[src/rtl/byte_register_pkg.sv]
// Shared types for byte_register: operation encoding and enable-priority decode.
package byte_register_pkg;

  typedef enum logic [1:0] {
    OP_HOLD = 2'd0,
    OP_ROTR = 2'd1,
    OP_INC  = 2'd2,
    OP_LOAD = 2'd3
  } op_e;

  // Fixed priority: load > inc > rotate_right > hold; enables never combine.
  function automatic op_e sel_op(input logic load, input logic inc, input logic rotate_right);
    if (load)              return OP_LOAD;
    else if (inc)          return OP_INC;
    else if (rotate_right) return OP_ROTR;
    else                   return OP_HOLD;
  endfunction

endpackage

[src/rtl/byte_register_next.sv]
// Combinational next-state logic for byte_register.
// Optional carry path built only when BYTE_REGISTER_FLAGS_EN is defined.
module byte_register_next
  import byte_register_pkg::*;
#(
  parameter int WIDTH = 8
) (
  input  op_e              op,
  input  logic [WIDTH-1:0] q,
  input  logic [WIDTH-1:0] d,
`ifdef BYTE_REGISTER_FLAGS_EN
  input  logic             carry,
  output logic             carry_next,
`endif
  output logic [WIDTH-1:0] q_next
);

  always_comb begin
    q_next = q;
    unique case (op)
      OP_LOAD: q_next = d;
      OP_INC:  q_next = q + 1'b1;
      OP_ROTR: q_next = {q[0], q[WIDTH-1:1]};
      default: q_next = q;
    endcase
  end

`ifdef BYTE_REGISTER_FLAGS_EN
  // Carry records only an increment that wrapped; every other update clears it.
  always_comb begin
    carry_next = carry;
    unique case (op)
      OP_INC:  carry_next = &q;
      OP_LOAD,
      OP_ROTR: carry_next = 1'b0;
      default: carry_next = carry;
    endcase
  end
`endif

endmodule

[src/rtl/byte_register.sv]
// WIDTH-bit datapath register: load > inc > rotate_right > hold, sync active-high reset.
// Define BYTE_REGISTER_FLAGS_EN to add the zero and carry flag outputs.
module byte_register
  import byte_register_pkg::*;
#(
  parameter int               WIDTH       = 8,
  parameter logic [WIDTH-1:0] RESET_VALUE = '0
) (
  input  logic             clk,
  input  logic             reset,
  input  logic             load,
  input  logic             inc,
  input  logic             rotate_right,
  input  logic [WIDTH-1:0] D,
`ifdef BYTE_REGISTER_FLAGS_EN
  output logic             zero,
  output logic             carry,
`endif
  output logic [WIDTH-1:0] Q
);

  op_e              op;
  logic [WIDTH-1:0] q_next;

  assign op = sel_op(load, inc, rotate_right);

`ifdef BYTE_REGISTER_FLAGS_EN
  logic carry_next;

  byte_register_next #(.WIDTH(WIDTH)) u_next (
    .op         (op),
    .q          (Q),
    .d          (D),
    .carry      (carry),
    .carry_next (carry_next),
    .q_next     (q_next)
  );

  always_ff @(posedge clk) begin
    if (reset) carry <= 1'b0;
    else       carry <= carry_next;
  end

  assign zero = (Q == '0);
`else
  byte_register_next #(.WIDTH(WIDTH)) u_next (
    .op     (op),
    .q      (Q),
    .d      (D),
    .q_next (q_next)
  );
`endif

  always_ff @(posedge clk) begin
    if (reset) Q <= RESET_VALUE;
    else       Q <= q_next;
  end

endmodule

[config.mk]
export PLATFORM = sky130hd
export DESIGN_NAME = byte_register
export DESIGN_NICKNAME = d
export VERILOG_FILES = /design/src/rtl/byte_register_pkg.sv /design/src/rtl/byte_register_next.sv /design/src/rtl/byte_register.sv
export SDC_FILE = /design/constraint.sdc
export NUM_CORES = 1
export LEC_CHECK = 0
export CAP_MARGIN = 10
export CORE_MARGIN = 5
export CORE_UTILIZATION = 45
export CTS_CLUSTER_DIAMETER = 120
export DETAILED_ROUTE_END_ITERATION = 8
export HOLD_SLACK_MARGIN = 0.06
export PLACE_DENSITY = 0.78
export SETUP_SLACK_MARGIN = 0.1
export SLEW_MARGIN = 20
export SYNTH_ARGS = -nofsm -noshare
export SYNTH_HDL_FRONTEND = slang
export SYNTH_SLANG_ARGS = --single-unit
[constraint.sdc]
create_clock -name clk -period 2.6 [get_ports clk]
set_clock_uncertainty 0.05 [all_clocks]
set_input_delay 0.65 -clock clk [delete_from_list [all_inputs] [get_ports clk]]
set_output_delay 0.65 -clock clk [all_outputs]
set_load 0.05 [all_outputs]
==> run summary, run 1 <==
run status = completed
max reg flops = 8
Setup Fix Bufs, Post-CTS = 0
Max VDD drop = 0.227 mV
Crit path arrival time = 2420 ps
input/output buffers = 20
WL met3 = 107 um
fillers = 135
Yosys top cell area share = 0.235
number of synthesized flops with an enable pin = 0
Worst path max stage delay = 410 ps
wl on met1 = 774 um
Max-Cap Viols = 0
Top-Level Pins = 21
clk root buf = clkbuf_4
Routed Antenna Nets = 0
detail-routed via count per cell = 6.11
final setup vio count = 0
Multi-input gate area = 463 um2
count leader, synth = dfxtp_1
worst reg2reg setup slack = 1230 ps
Synth Area per Inst = 8.22 um2
kind of critical path = input port to register
largest net degree at the start of global routing = 16
Worst-Skew Late Latency = 260 ps
top cell family by delay on the critical path = buffers and inverters
CTS H-tree depth = 1
drt first pass iters = 4
Post-Syn Area = 682 um2
FFs w/ async S/R, synth = 0
top layer in use = met4
post-synthesis cell count = 83
Internal = 270 uW
DPL Wire Length = 1.30 mm
synthesized net count = 100
Seq cells post-synth = 8
# resized after CTS = 0
Netlist cell types = 31
PD cells = 470 mW/mm2
post-synthesis adder-cell area fraction = 0.0734
clock-pin slew on the worst setup and hold paths = 60 ps
setup TNS = 0 ps
CTS Buf Count = 3
crit-path cells = clkdlybuf4s50_1 > or2_2 > ha_1 > buf_4 > nand3b_1 > a221o_1 > o311ai_1
Crit Path Max Fanout = 15
first-pass GRT wire length = 2.99 mm
Final min period = 2300 ps
met2 WL = 796 um
synth warn = 0
Final Max Slew Viols = 0
n_diodes = 0
switch share = 0.384
routed len/inst = 14.0 um
CP required = 2720 ps
initial DRC count = 15
Clk pwr share = 0.235
Final Hold Viols = 0
worst hold path type = register to register
largest family of logic cells by synthesized area = compound AO/OA/AOI/OAI gates
unrepaired setup endpoints after global routing = no
synth top area cells = dfxtp_1 23%, ha_1 7.3%, a221o_1 5.9%, nand3b_1 5.5%, a21oi_1 4.4%
f_max = 436 MHz
total number of vias = 752
DP Cell Count = 120
xor and xnor area share after synthesis = 0.0385
leak pwr = 0.000351 uW
Post-route DRC = 0
Gate power share = 0.406
RePlAce Congestion = 0.850
fin cells = 123
Num Clock Sinks = 8
Yosys top cell by area = dfxtp_1
share of layout cells above drive strength 1 = 0.103
layout overhead on the synthesized area = 36.9%
post-synthesis compound-gate area fraction = 0.284
Slowest cell on crit path = clkdlybuf4s50_1
Die Width = 48.9 um
initial antenna violation count = 0
Die Height = 48.9 um
Largest regs = Q: 8 flops
WP buf/inv = 2
Synth Flop Type = dfxtp_1
Post-synth top cells = 8 x dfxtp_1, 7 x inv_1, 6 x a21oi_1, 5 x nand2_1, 5 x nand3b_1
simple-gate area share of the yosys netlist = 0.283
multiplexer area fraction after synthesis = 0
Total GRT Usage = 0.154
Total Wirelength = 1.72 mm
crit end category = register
Final Net Count = 126
CTS tree = yes
DIE AREA = 0.00239 mm2
Startpoint Class = input port
core area = 0.00147 mm2
clk buf depth = 2
# rows = 14
vias in the first global route = 685
part of the power in registers = 0.359
Least-Margin Pin Slew = 499 ps
crit share post-route = 0.883
Biggest register = Q
grt total ovfl = 0
Reg area = 160 um2
Sw Pwr = 168 uW
relative slew slack = 0.667
hold buffers post-CTS = 0
sequential area share after synthesis = 0.235
Initial Util = 0.463
-- layer usage --
| layer | GRT usage | up-vias |
|---|---|---|
| li1 | - | 371 |
| met1 | 0.197 | 351 |
| met2 | 0.233 | 26 |
| met3 | 0.0306 | 4 |
| met4 | 0.0942 | 0 |
| met5 | 0 | - |
-- placed cells by master, fill, tap and decap left out, types with 2 or more instances in the layout --
cell type | synthesis | layout
buf_4 | 1 | 5
nand3_1 | 3 | 3
nand3b_1 | 5 | 5
o22ai_1 | 3 | 3
nand4b_1 | 2 | 2
xor2_1 | 3 | 3
clkdlybuf4s50_1 | 0 | 20
inv_1 | 7 | 7
or2b_1 | 3 | 3
nand4_1 | 4 | 4
nand2_1 | 5 | 5
o2111ai_1 | 3 | 3
a221o_1 | 4 | 4
a21oi_1 | 6 | 6
clkbuf_4 | 0 | 3
a211oi_1 | 2 | 2
nand2b_1 | 2 | 2
o311ai_1 | 3 | 3
dfxtp_1 | 8 | 8
ha_1 | 4 | 4
or3b_1 | 2 | 2
-- path summary, 6_finish.rpt --
path | start | end | depth (start not counted)
max | load | Q[7] | 7
max reg2reg | Q[0] | Q[2] | 4
min | Q[1] | Q[1] | 2
min reg2reg | Q[1] | Q[1] | 2
-- worst reg2reg max path: cells and delay by family, from the launching register on --
family,cells,cell delay [ps]
xor+xnor,1,150
flops,1,360
compound gates,2,430
fa+ha+maj,1,260
-- cells by family after synthesis --
group                      Yosys count
AOI/OAI and AO/OA                   26
xor gates and xnor gates             3
adders and majority gates            4
buffers and inverters               12
DFF                                  8
and+or+nand+nor                     30
-- power groups by stage --
stage / Combinational (uW) / Clock [uW] / Sequential [uW]
after floorplan: 75.4 / 0 / 200
after global placement: 175 / 0 / 159
after detailed placement: 177 / 0 / 160
after CTS: 178 / 107 / 157
after global routing: 191 / 115 / 160
final: 178 / 103 / 157
-- area by class of cell --
cell class                 instances  area share
multi-input combinational         63       0.496
timing repair buffer              25       0.255
sequential                         8       0.172
inverter                           8      0.0322
clock buffer                       3      0.0241
tap                               16      0.0214
-- per-stage QoR --
| step | util | setup WS (ps) | hold WS (ps) | total power [uW] | instance area [um2] |
|---|---|---|---|---|---|
| final | 0.634 | 304 | 472 | 438 | 933 |
| after global routing | 0.634 | 209 | 508 | 466 | 933 |
| after CTS | 0.634 | 283 | 471 | 442 | 933 |
| after detailed placement | 0.619 | 21.1 | 465 | 337 | 911 |
| after global placement | 0.619 | 81.6 | 461 | 334 | 911 |
| after floorplan | - | 535 | 671 | 276 | 682 |
(Power assumes the default switching activity.)
==> run 2: changes to the inputs <==
Settings changed: HOLD_SLACK_MARGIN 0.06 to unset.
==> results of run 2 <==
No change in the layout: final DEF, timing and power equal those of run 1.
